===== config.mk =====
export PLATFORM = sky130hd
export DESIGN_NAME = pe_array_controller
export DESIGN_NICKNAME = d
export VERILOG_FILES = /design/src/rtl/pe_ctrl_pkg.sv /design/src/rtl/pe_ctrl_beat_cnt.sv /design/src/rtl/pe_array_controller.sv
export SDC_FILE = /design/constraint.sdc
export NUM_CORES = 1
export LEC_CHECK = 0
export CAP_MARGIN = 10
export CORE_ASPECT_RATIO = 1.4
export CORE_MARGIN = 4
export CORE_UTILIZATION = 47
export DETAILED_ROUTE_END_ITERATION = 8
export PLACE_DENSITY = 0.84
export SLEW_MARGIN = 30
export SYNTH_ARGS = -nofsm -noshare
export SYNTH_HDL_FRONTEND = slang
export SYNTH_SLANG_ARGS = --single-unit

===== constraint.sdc =====
create_clock -name clk -period 1.72 [get_ports clk]
set_input_delay 0.258 -clock clk [delete_from_list [all_inputs] [get_ports clk]]
set_output_delay 0.258 -clock clk [all_outputs]
set_load 0.02 [all_outputs]

===== src/rtl/pe_ctrl_pkg.sv =====
// Shared types and elaboration helpers for the PE-array controller.
package pe_ctrl_pkg;

  typedef enum logic [2:0] {
    IDLE     = 3'd0,
    LD_FILT  = 3'd1,
    LD_IFMAP = 3'd2,
    CONV     = 3'd3,
    DONE     = 3'd4
  } pe_ctrl_state_e;

  localparam int unsigned PERF_W = 16;

  // One diagonal per distinct (row + col) sum across the array.
  function automatic int unsigned num_diags(input int unsigned rows, input int unsigned cols);
    return rows + cols - 1;
  endfunction

  // Counter width for a 0..bound-1 range; never narrower than one bit.
  function automatic int unsigned cnt_w(input int unsigned bound);
    return (bound <= 1) ? 1 : $clog2(bound);
  endfunction

endpackage


===== src/rtl/pe_ctrl_beat_cnt.sv =====
// Beat counter 0..MAX-1 that advances on en, wraps after the last beat and clears synchronously.
module pe_ctrl_beat_cnt
  import pe_ctrl_pkg::*;
#(
  parameter int unsigned MAX = 4
) (
  input  logic                     clk,
  input  logic                     rst_n,
  input  logic                     en,
  input  logic                     clear,
  output logic [cnt_w(MAX)-1:0]    cnt,
  output logic                     last_c
);

  localparam int unsigned W = cnt_w(MAX);

  assign last_c = (cnt == W'(MAX - 1));

  always_ff @(posedge clk or negedge rst_n) begin
    if (!rst_n) begin
      cnt <= '0;
    end else if (clear) begin
      cnt <= '0;
    end else if (en) begin
      cnt <= last_c ? '0 : cnt + W'(1);
    end
  end

endmodule


===== src/rtl/pe_array_controller.sv =====
// Sequencer for the PE-array control bundle: one filter load, then cfg_num_windows ifmap/conv passes.
// Optional stall counter port perf_stall_cnt enabled by defining PE_CTRL_PERF_EN.
module pe_array_controller
  import pe_ctrl_pkg::*;
#(
  parameter int unsigned NUM_ROWS    = 3,
  parameter int unsigned NUM_COLS    = 3,
  parameter int unsigned CONV_CYCLES = 4,
  parameter int unsigned WIN_W       = 8
) (
  input  logic                                      clk,
  input  logic                                      rst_n,
  input  logic                                      start,
  input  logic [WIN_W-1:0]                          cfg_num_windows,
  input  logic                                      filter_valid,
  output logic                                      filter_ready,
  input  logic                                      ifmap_valid,
  output logic                                      ifmap_ready,
  output logic [NUM_ROWS-1:0]                       read_new_filter_val,
  output logic [num_diags(NUM_ROWS, NUM_COLS)-1:0]  read_new_ifmap_val,
  output logic                                      start_conv,
  output logic                                      busy,
  output logic                                      done
`ifdef PE_CTRL_PERF_EN
  ,
  output logic [PERF_W-1:0]                         perf_stall_cnt
`endif
);

  localparam int unsigned NUM_DIAGS = num_diags(NUM_ROWS, NUM_COLS);
  localparam int unsigned ROW_W     = cnt_w(NUM_ROWS);
  localparam int unsigned DIAG_W    = cnt_w(NUM_DIAGS);
  localparam int unsigned CONV_W    = cnt_w(CONV_CYCLES);

  pe_ctrl_state_e state, next_state;

  logic [WIN_W-1:0]     win_left, win_left_d;
  logic [NUM_ROWS-1:0]  filt_strb_d;
  logic [NUM_DIAGS-1:0] ifmap_strb_d;
  logic                 start_conv_d;
  logic                 filter_ready_d, ifmap_ready_d, busy_d, done_d;

  logic [ROW_W-1:0]     row_cnt;
  logic [DIAG_W-1:0]    diag_cnt;
  logic [CONV_W-1:0]    conv_cnt;
  logic                 row_last_c, diag_last_c, conv_last_c;
  logic                 start_acc_c, filt_acc_c, ifmap_acc_c;

  assign start_acc_c = (state == IDLE) && start;
  assign filt_acc_c  = (state == LD_FILT) && filter_valid && filter_ready;
  assign ifmap_acc_c = (state == LD_IFMAP) && ifmap_valid && ifmap_ready;

  pe_ctrl_beat_cnt #(.MAX(NUM_ROWS)) u_row_cnt (
    .clk(clk), .rst_n(rst_n), .en(filt_acc_c), .clear(start_acc_c),
    .cnt(row_cnt), .last_c(row_last_c)
  );

  pe_ctrl_beat_cnt #(.MAX(NUM_DIAGS)) u_diag_cnt (
    .clk(clk), .rst_n(rst_n), .en(ifmap_acc_c), .clear(start_acc_c),
    .cnt(diag_cnt), .last_c(diag_last_c)
  );

  // Counts asserted start_conv cycles; the first CONV cycle lets the last ifmap strobe drain.
  pe_ctrl_beat_cnt #(.MAX(CONV_CYCLES)) u_conv_cnt (
    .clk(clk), .rst_n(rst_n), .en(start_conv), .clear(start_acc_c),
    .cnt(conv_cnt), .last_c(conv_last_c)
  );

  always_ff @(posedge clk or negedge rst_n) begin
    if (!rst_n) begin
      state               <= IDLE;
      win_left            <= '0;
      filter_ready        <= 1'b0;
      ifmap_ready         <= 1'b0;
      read_new_filter_val <= '0;
      read_new_ifmap_val  <= '0;
      start_conv          <= 1'b0;
      busy                <= 1'b0;
      done                <= 1'b0;
    end else begin
      state               <= next_state;
      win_left            <= win_left_d;
      filter_ready        <= filter_ready_d;
      ifmap_ready         <= ifmap_ready_d;
      read_new_filter_val <= filt_strb_d;
      read_new_ifmap_val  <= ifmap_strb_d;
      start_conv          <= start_conv_d;
      busy                <= busy_d;
      done                <= done_d;
    end
  end

  always_comb begin
    next_state   = state;
    win_left_d   = win_left;
    filt_strb_d  = '0;
    ifmap_strb_d = '0;
    start_conv_d = 1'b0;
    unique case (state)
      IDLE: begin
        if (start) begin
          next_state = LD_FILT;
          win_left_d = (cfg_num_windows == '0) ? WIN_W'(1) : cfg_num_windows;
        end
      end
      LD_FILT: begin
        if (filt_acc_c) begin
          filt_strb_d = NUM_ROWS'(1) << row_cnt;
          if (row_last_c) next_state = LD_IFMAP;
        end
      end
      LD_IFMAP: begin
        if (ifmap_acc_c) begin
          ifmap_strb_d = NUM_DIAGS'(1) << diag_cnt;
          if (diag_last_c) next_state = CONV;
        end
      end
      CONV: begin
        start_conv_d = 1'b1;
        if (start_conv && conv_last_c) begin
          start_conv_d = 1'b0;
          win_left_d   = win_left - WIN_W'(1);
          next_state   = (win_left == WIN_W'(1)) ? DONE : LD_IFMAP;
        end
      end
      DONE: begin
        next_state = IDLE;
      end
      default: begin
        next_state = IDLE;
      end
    endcase
    // Level outputs follow the state being entered so ready drops on the final accepted beat.
    filter_ready_d = (next_state == LD_FILT);
    ifmap_ready_d  = (next_state == LD_IFMAP);
    busy_d         = (next_state != IDLE);
    done_d         = (next_state == DONE);
  end

`ifdef PE_CTRL_PERF_EN
  logic stall_c;
  assign stall_c = (filter_ready && !filter_valid) || (ifmap_ready && !ifmap_valid);

  always_ff @(posedge clk or negedge rst_n) begin
    if (!rst_n) begin
      perf_stall_cnt <= '0;
    end else if (start_acc_c) begin
      perf_stall_cnt <= '0;
    end else if (stall_c && (perf_stall_cnt != {PERF_W{1'b1}})) begin
      perf_stall_cnt <= perf_stall_cnt + PERF_W'(1);
    end
  end
`endif

endmodule


# After elaboration in Yosys (flattened, before gate mapping)

Index checks and enable logic that the tools add are counted.

$add $sub $neg: 4
Eq/ne operators: 12
Shifts and indexed selects: 2
Muxes and demuxes: 27
Reduce and logical (&&, ||, !) cells: 14

Operator list:

| operator            | number |
|---|---|
| $mux 3              | 12 |
| $mux 8              | 3 |
| $pmux 8 s2          | 1 |
| $mux 2              | 6 |
| $pmux 3 s4          | 1 |
| $mux 5              | 2 |
| $eq 3x2->1 const B  | 3 |
| $eq 8x1->1 const B  | 1 |
| $logic_not 8->1     | 1 |
| $reduce_bool 2->1   | 4 |
| $sub 8x1->8 const B | 1 |
| $eq 3x1->1 const B  | 2 |
| $eq 3x3->1 const B  | 2 |
| $logic_and 1x1->1   | 6 |
| $shl 1x3->5 const A | 1 |
| $add 2x1->2 const B | 2 |
| $eq 2x2->1 const B  | 2 |
| $ne 2x2->1 const B  | 2 |
| $add 3x1->3 const B | 1 |
| $logic_not 3->1     | 1 |
| $reduce_and 3->1    | 1 |
| $reduce_bool 3->1   | 1 |
| $shl 1x2->3 const A | 1 |
| $mux 1              | 2 |

Register bits after elaboration: 31
Input bits: 13
Output and inout bits: 13

# Longest topological paths before layout

Gate-level depths: netlist of run 1.

Word-level depth: 6
Mapped depth: 6
Gate-level depth less buffers: 6

# Cells and area by module

Synthesis of run 1 repeated with hierarchy kept, for this count alone.

Cells, all modules: 145
Area total of the unflattened synthesis: 1496.4 sq um

Modules (own cells, without submodules):

| module                        | instances | cells an instance | area an instance (sq um) |
|---|---|---|---|
| pe_array_controller           | 1         | 111               | 1131.1 |
| pe_ctrl_beat_cnt (u_diag_cnt) | 1         | 17                | 170.2 |
| pe_ctrl_beat_cnt (u_conv_cnt) | 1         | 8                 | 100.1 |
| pe_ctrl_beat_cnt (u_row_cnt)  | 1         | 9                 | 95.1 |

# Worst setup path after synthesis of run 1

OpenSTA, ideal clock, no wires.

Path kind: reg-to-reg
Start: register state[1]
End: register win_left[0]
Library setup time: 0.134 ns
Arrival: 1.574 ns
Required time: 1.586 ns
Slack: 0.012 ns
Stages on the path, launching flop included: 5
Path through: dfrtp_1 -> nor4b_2 -> a31oi_1 -> a2111oi_0 -> nor3_1

Cells in the longest elaborated chain, start to end: 3
Elaborated cells on any way between the ends: 7
Those cells by class: eq/ne (3); mux (1); reduce/logical (3)

Ends and longest elaborated chain:

| item                                                      | line                      | text |
|---|---|---|
| start, declared                                           | pe_array_controller.sv:35 | `pe_ctrl_state_e state, next_state;` |
| start signal, assigned                                    | pe_array_controller.sv:81 | `state <= next_state;` |
| $eq 3x2->1 or $logic_not 3->1 (tied branches)             | pe_array_controller.sv:99 | `unique case (state)` |
| $ne 2x2->1 (no line) or $reduce_bool 2->1 (tied branches) | -                         |  |
| $reduce_and 3->1 (no line)                                | -                         |  |
| end signal, assigned                                      | pe_array_controller.sv:82 | `win_left <= win_left_d;` |
| end, declared                                             | pe_array_controller.sv:37 | `logic [WIN_W-1:0] win_left, win_left_d;` |

Several ways; a longest one is shown, not always the timed one.
A chain may end at the register's enable or synchronous reset.

# Worst setup path after layout of run 1

Start: register start_conv
End: output start_conv

RTL lines:

| item                   | line                      | text |
|---|---|---|
| start, declared        | pe_array_controller.sv:21 | `output logic start_conv,` |
| start signal, assigned | pe_array_controller.sv:87 | `start_conv <= start_conv_d;` |

No word-level cell between the ends.

==> impl_metrics.ini, run 1 <==
[critical_path]
cp_num_cells = 1
critPathTopFamily = buffers and inverters
start_kind = flip-flop
worstPathMaxFanout = 7
cp.buffers_inverters = 1
r2r_cells = 4
rrSetupSlack_ps = 40
cp.required_ps = 1460
cpPeakStageDelay_ps = 660
cp_cell_sequence = clkdlybuf4s50_1
crit_arrival_ps = 1430
critPathKind = flip-flop to output pin
timing.critical_path.slowest_stage_cell = clkdlybuf4s50_1
worstSetupEndpointType = output pin

[grt]
busiest_layer = met2
use_met1 = 0.170
grt_pass1_vias = 1289
overflow = 0
antenna_found_initial = 0
grt_max_degree = 32
grt_pass1_wl_um = 5530
grt_use_total = 0.168
grtUsageMet2 = 0.330
global_route.usage.met3 = 0.0515

[outcome]
status = complete, no violations

[placed_design]
placed_cell_area_sq_um = 1890
port_buffers = 25
hpwl_um = 2490
dp.cells = 217
place_congestion = 0.809

[power]
internal_power_mw = 1.86
clockPowerShare = 0.193
p_sw_mw = 1.07
power.density_nw_per_um2 = 1460
p_comb_frac = 0.409
swShare = 0.365
seqPwrFrac = 0.398
peakVddDrop_uv = 884
leakagePower_nw = 0.912
total_power_mw = 2.93

[floorplanning]
io_pins = 26
start_util = 0.489
dieHeight_um = 75.2
rows = 24
die_x_um = 56.0
coreArea_sq_um = 3090
dieArea_sq_um = 4210

[logic_synthesis]
synth_ff_type = dfrtp_1
ys_types = 41
yosysTopAreaCell = dfrtp_1
ys_warn_count = 0
synth_edf_count = 0
postSynth.asyncResetShare = 1.00
yosysMostFrequentCell = dfrtp_1
synth-seq-cells = 31
synth_area_sq_um = 1510
syn_nets = 166
synthCells = 145
synth_common_cells = 31 x dfrtp_1, 17 x nor2_1, 9 x a21oi_1
synthTopCellsByArea = dfrtp_1 51%, ha_1 6.6%, nor2_1 4.2%
synth_top_area_share = 0.512
yosysSeqAreaShare = 0.512
avgSynthCellArea_sq_um = 10.4

[flow_run]
maxCapViolCount = 0

[timing]
setup_viol = 0
rsz0062_at_grt = yes
slew_violations = 0
finalHoldViolations = 0
fin_crit_sh = 0.979
final.setup_skew_ps = 5.09
finalSetupTns_ps = 0
max_slew_margin = 0.685
timing.fmax_mhz = 594
period_needed_ps = 1680
tightestPinTransition_ps = 472
holdWs_ps = 370

[route]
wl_um = 3250
num_vias = 1280
vias_per_cell = 5.69
drt_iter0_drc = 53
drc = 0
ant_nets = 0
firstDrtPassIters = 4
drt-wirelength-per-cell_um = 14.4

[clocking]
clkSinkCount = 31
cts_inserted_buffers = 5
path_clk_slew_ps = 60
cts-htree-levels = 2
tritoncts = yes
ctsLongestPathBuffers = 2
clock_latency_ps = 280
cts_root_buf = clkbuf_8

[finish]
finalNonFillerCells = 225
syn_to_final_growth_pct = 32.7
design_area_sq_um = 2010
layout.nets = 207
diodes = 0
drive_gt1_frac = 0.172

[min_path]
hold_path.class = input pin to asynchronous set/reset pin
==> cell families (layout without fill, tap and decap cells) <==
logic type                 count (synthesis)  in the layout  share of synthesized area
AOI/OAI and AO/OA                         31             31                      0.137
buffers and inverters                     13             54                     0.0331
adders and majority gates                  8              8                     0.0661
muxes                                      5              5                     0.0331
DFF                                       31             31                      0.512
and+or+nand+nor                           57             57                      0.218
==> state kept, by name (all words and copies together), names as in the netlist <==
name,flops
done,1
win_left,8
ifmap_ready,1
u_row_cnt.cnt,2
u_conv_cnt.cnt,2
filter_ready,1
read_new_filter_val,3
u_diag_cnt.cnt,3
state,3
start_conv,1
read_new_ifmap_val,5
busy,1
==> layer usage <==
metal / share of wire / vias to the layer above
met5: 0 / -
met2: 0.54 / 49
li1: - / 603
met3: 0.066 / 2
met4: 0.0065 / 0
met1: 0.39 / 626
==> final timing paths <==
kind	from	endpoint
hold reg to reg	u_row_cnt.cnt[1]	read_new_filter_val[1]
hold / removal	rst_n	state[2]
max in group asynchronous	rst_n	u_diag_cnt.cnt[2]
min in group clk	u_row_cnt.cnt[1]	read_new_filter_val[1]
setup reg to reg	state[2]	u_row_cnt.cnt[0]
setup / recovery	start_conv	start_conv
==> through the flow <==
stage	worst slack, ps	utilization
global placement	-46.7	0.611
CTS	6.89	0.640
global route	-6.61	0.650
detailed placement	-86.1	0.611
floorplan	11.9	-
finish	36.3	0.650
==> power by group through the flow <==
stage          combinational [mW]  clock, mW  sequential (mW)
6_report                     1.20      0.567             1.17
5_1_grt                      1.33      0.612             1.20
4_1_cts                      1.17      0.584             1.16
3_5_place_dp                 1.15          0             1.17
3_3_place_gp                 1.10          0             1.16
2_1_floorplan               0.678          0             1.17
==> layout make-up <==
class	instances	area, sq um
Clock buffer	6	82.6
Fill cell	238	1080
Tap cell	39	48.8
Sequential cell	31	776
Clock inverter	1	5.00
Timing Repair Buffer	39	355
Inverter	8	30.0
Multi-Input combinational cell	101	712
==> placed cells by master (no fill, tap or decap), types with 2 or more instances in the layout <==
master,instances
a31o_2,2
and2_1,2
a31oi_1,2
nor3_1,5
and3_1,4
a21oi_1,8
inv_1,8
nand2_1,7
dfrtp_1,31
mux2i_1,5
o22ai_1,3
clkdlybuf4s50_1,25
clkbuf_8,6
o21ai_0,4
buf_4,14
nand3_1,3
and4b_1,3
nor2_1,17
ha_1,8
o2bb2ai_1,2
==> timing repair <==
action,4_1_cts,5_1_grt
pin swaps,0,6
hold buffers,0,0
endpoints found under the setup margin,2,4
buffers inserted,0,1
gates resized for setup,1,4
Power figures use the tool's default switching activity.
==> run 2: changes to the inputs <==
--- a/config.mk
+++ b/config.mk
@@ -6,11 +6,14 @@
 export NUM_CORES = 1
 export LEC_CHECK = 0
 export CAP_MARGIN = 10
+export CELL_PAD_IN_SITES_DETAIL_PLACEMENT = 0
+export CELL_PAD_IN_SITES_GLOBAL_PLACEMENT = 1
 export CORE_ASPECT_RATIO = 1.4
 export CORE_MARGIN = 4
-export CORE_UTILIZATION = 47
+export CORE_UTILIZATION = 36
 export DETAILED_ROUTE_END_ITERATION = 8
-export PLACE_DENSITY = 0.84
+export MAX_ROUTING_LAYER = met4
+export PLACE_DENSITY = 0.83
 export SLEW_MARGIN = 30
 export SYNTH_ARGS = -nofsm -noshare
 export SYNTH_HDL_FRONTEND = slang
==> impl_metrics.ini, run 2 (synthesis gave the netlist of run 1 again) <==
[clocking]
tritoncts = yes
cts_inserted_buffers = 5
clkSinkCount = 31
ctsLongestPathBuffers = 2
path_clk_slew_ps = 60
cts-htree-levels = 2
cts_hold_buf = 0
cts_root_buf = clkbuf_8
clock_latency_ps = 280

[finish]
reg_top3 = win_left: 8 flops, read_new_ifmap_val: 5 flops
largest_register_ffs = 8
post-route-util = 0.509
layout_common_cells = 31 x dfrtp_1, 24 x clkdlybuf4s50_1, 17 x nor2_1
final_common_cell = dfrtp_1
largest_register = win_left
syn_to_final_growth_pct = 34.1
drive_gt1_frac = 0.177
layout.nets = 206
finalNonFillerCells = 229
diodes = 0
design_area_sq_um = 2030

[route]
drt_iter0_drc = 42
firstDrtPassIters = 4
num_vias = 1287
drc = 0
drt-wirelength-per-cell_um = 14.5
vias_per_cell = 5.62
wl_um = 3330
ant_nets = 0

[placed_design]
hpwl_um = 2440
placed_cell_area_sq_um = 1880
dp.cells = 219
place_congestion = 0.805
port_buffers = 25
post-place-ws_ps = -106

[grt]
grt_use_total = 0.136
grt_max_degree = 32
grt_pass1_wl_um = 5570
grt_pass1_vias = 1232
overflow = 0
antenna_found_initial = 0

[power]
power.density_nw_per_um2 = 1490
leakagePower_nw = 0.914
total_power_mw = 3.03
clockPowerShare = 0.205
seqPwrFrac = 0.390
p_comb_frac = 0.405
peakVddDrop_uv = 585
internal_power_mw = 1.92
swShare = 0.367
p_sw_mw = 1.11

[timing]
tightestPinTransition_ps = 381
slew_violations = 0
holdWs_ps = 367
max_slew_margin = 0.744
fin_crit_sh = 0.975
period_needed_ps = 1680
timing.fmax_mhz = 596
final.setup_skew_ps = 4.67
rsz0062_at_grt = yes
worst_slack_ps = 42.9
finalSetupTns_ps = 0
setup_viol = 0
finalHoldViolations = 0

[critical_path]
cp.required_ps = 1880
cpPeakStageDelay_ps = 430
rrSetupSlack_ps = 40
worstSetupEndpointType = flip-flop
crit_arrival_ps = 1840
worstPathMaxFanout = 5
timing.critical_path.slowest_stage_cell = dfrtp_1
critPathKind = flip-flop to flip-flop
cp.buffers_inverters = 0
critPathTopFamily = simple AND/OR/NAND/NOR gates
cp_cell_sequence = nor2b_1 -> and4b_2 -> a311o_1 -> or3_1
start_kind = flip-flop

[floorplanning]
coreArea_sq_um = 3990
dieHeight_um = 84.7
io_pins = 26
rows = 27
dieArea_sq_um = 5320
die_x_um = 62.8
start_util = 0.380

[flow_run]
maxCapViolCount = 0

[outcome]
status = complete, no violations

[min_path]
hold_path.class = input pin to asynchronous set/reset pin
==> run 2: per-layer routing <==
metal,global-route usage,wire [um],vias to the layer above
met4,0.0542,60,0
met5,-,0,-
met1,0.136,1300,635
li1,-,-,599
met3,0.0482,213,6
met2,0.240,1750,47
==> run 2: path summary, 6_finish.rpt <==
path / start / end / depth (start not counted)
hold reg to reg: u_row_cnt.cnt[1] / read_new_filter_val[1] / 1
min in group clk: u_row_cnt.cnt[1] / read_new_filter_val[1] / 1
setup / recovery: state[1] / busy / 4
setup reg to reg: state[1] / busy / 4
hold / removal: rst_n / read_new_filter_val[0] / 2
max in group asynchronous: rst_n / read_new_ifmap_val[2] / 2
==> run 2: power groups by stage <==
stage	clock (mW)	sequential, mW	combinational [mW]
finish	0.621	1.18	1.23
global route	0.668	1.21	1.35
CTS	0.637	1.17	1.16
detailed placement	0	1.18	1.14
global placement	0	1.16	1.10
floorplan	0	1.17	0.678
==> run 2: area by class of cell <==
| type | count | area (sq um) |
|---|---|---|
| well taps | 43 | 53.8 |
| flip-flops and latches | 31 | 776 |
| clock buffers | 8 | 100 |
| inverters | 8 | 30.0 |
| multi-input cells | 101 | 724 |
| fillers | 349 | 1960 |
| repair buffers | 38 | 347 |
==> run 2: what timing repair did <==
item | 4_1_cts | 5_1_grt
endpoints found under the hold margin | 0 | 0
pin swaps | 0 | 4
endpoints found under the setup margin | 3 | 7
gates resized for setup | 3 | 6
buffers inserted | 0 | 2
cloned | 0 | 0
==> run 3: changes to the inputs <==
--- a/config.mk
+++ b/config.mk
@@ -9,8 +9,9 @@
 export CELL_PAD_IN_SITES_DETAIL_PLACEMENT = 0
 export CELL_PAD_IN_SITES_GLOBAL_PLACEMENT = 1
 export CORE_ASPECT_RATIO = 1.4
-export CORE_MARGIN = 4
+export CORE_MARGIN = 5
 export CORE_UTILIZATION = 36
+export CTS_CLUSTER_SIZE = 40
 export DETAILED_ROUTE_END_ITERATION = 8
 export MAX_ROUTING_LAYER = met4
 export PLACE_DENSITY = 0.83
==> impl_metrics.ini, run 3 (synthesis gave the netlist of run 1 again) <==
[outcome]
status = complete, no violations

[critical_path]
cp.buffers_inverters = 0
critPathKind = flip-flop to flip-flop
cp.required_ps = 1920
cpPeakStageDelay_ps = 430
critPathTopFamily = simple AND/OR/NAND/NOR gates
r2r_cells = 4
timing.critical_path.slowest_stage_cell = or3b_4
cp_cell_sequence = or3b_4 -> or2_4 -> or3b_1 -> a21oi_1
worstPathMaxFanout = 5
r2r-start = state[1]
start_kind = flip-flop
crit_arrival_ps = 1900
worstSetupEndpointType = flip-flop
rrSetupSlack_ps = 20
r2r-end = u_row_cnt.cnt[1]

[flow_run]
maxCapViolCount = 0

[finish]
final_common_cell = dfrtp_1
largest_register = win_left
design_area_sq_um = 2060
finalNonFillerCells = 230
syn_to_final_growth_pct = 35.8
reg_top3 = win_left: 8 flops, read_new_ifmap_val: 5 flops
drive_gt1_frac = 0.178
layout.nets = 205
diodes = 0
largest_register_ffs = 8
layout_common_cells = 28 x dfrtp_1, 25 x clkdlybuf4s50_1, 17 x nor2_1

[placed_design]
dp.cells = 219
place_congestion = 0.834
port_buffers = 25
placed_cell_area_sq_um = 1870
post-place-ws_ps = -119
hpwl_um = 2370

[grt]
global_route.usage.met3 = 0.0389
overflow = 0
grtUsageMet2 = 0.219
grt_pass1_vias = 1236
grt_max_degree = 32
use_met1 = 0.146
grt_pass1_wl_um = 5600
grt_use_total = 0.134
busiest_layer = met2
antenna_found_initial = 0

[clocking]
cts-htree-levels = 2
cts_inserted_buffers = 5
clkSinkCount = 31
path_clk_slew_ps = 60
clock_latency_ps = 280
ctsLongestPathBuffers = 2
cts_root_buf = clkbuf_8
tritoncts = yes
cts_hold_buf = 0

[floorplanning]
rows = 28
start_util = 0.363
coreArea_sq_um = 4170
die_x_um = 64.8
dieArea_sq_um = 5620
dieHeight_um = 86.7
io_pins = 26

[timing]
max_slew_margin = 0.742
period_needed_ps = 1700
finalHoldViolations = 0
timing.fmax_mhz = 589
final.setup_skew_ps = 3.42
finalSetupTns_ps = 0
worst_slack_ps = 23.3
slew_violations = 0
fin_crit_sh = 0.986
tightestPinTransition_ps = 383
setup_viol = 0

[route]
firstDrtPassIters = 5
drt-wirelength-per-cell_um = 14.2
num_vias = 1261
drt_iter0_drc = 32
ant_nets = 0
wl_um = 3260
drc = 0
vias_per_cell = 5.48

[power]
peakVddDrop_uv = 475
power.density_nw_per_um2 = 1470
leakagePower_nw = 0.910

[min_path]
hold_path.class = input pin to asynchronous set/reset pin
run 3: worst max path at each step:
stage	depth (start not counted)	slack, ps	startpoint	endpoint
after floorplan	4	10	state[1]	win_left[0]
after global placement	5	-130	start	win_left[5]
after detailed placement	5	-120	start	win_left[5]
after CTS	4	10	state[1]	u_row_cnt.cnt[1]
after global routing	4	-9	state[1]	u_row_cnt.cnt[1]
final	4	20	state[1]	u_row_cnt.cnt[1]
run 3: per-layer routing:
metal / wire length [um] / share of wire
met2: 1670 / 0.51
met5: 0 / 0
met1: 1320 / 0.40
met3: 188 / 0.058
met4: 85 / 0.026
run 3: metrics by stage:
step                      power [mW]  utilization  hold WS, ps
after floorplan                 1.85            -        -37.6
after global placement          2.24        0.448          490
after detailed placement        2.29        0.448          497
after CTS                       2.94        0.474          401
after global routing            3.24        0.493          428
final                           3.03        0.493          386
run 3: report_power, final:
part	switching [mW]	total (mW)	internal (mW)
clock	0.245	0.610	0.364
combinational	0.634	1.24	0.607
sequential	0.229	1.18	0.949
run 3: worst reg2reg max path, stage by stage (launching register included):
cell	delay [ps]
dfrtp_2	420
or3b_4	430
or2_4	260
or3b_1	370
a21oi_1	140
run 3: timing repair:
action | 4_1_cts | 5_1_grt
endpoints found under the setup margin | 2 | 10
resized for setup | 2 | 11
pin swaps | 0 | 3
setup buffers | 0 | 3
run 3: final cells by class:
| cell class | instances | area [sq um] |
|---|---|---|
| fillers | 369 | 2110 |
| flip-flops and latches | 31 | 779 |
| multi-input cells | 101 | 733 |
| repair buffers | 37 | 357 |
| clock buffers | 8 | 100 |
| well taps | 45 | 56.3 |
| inverters | 8 | 30.0 |
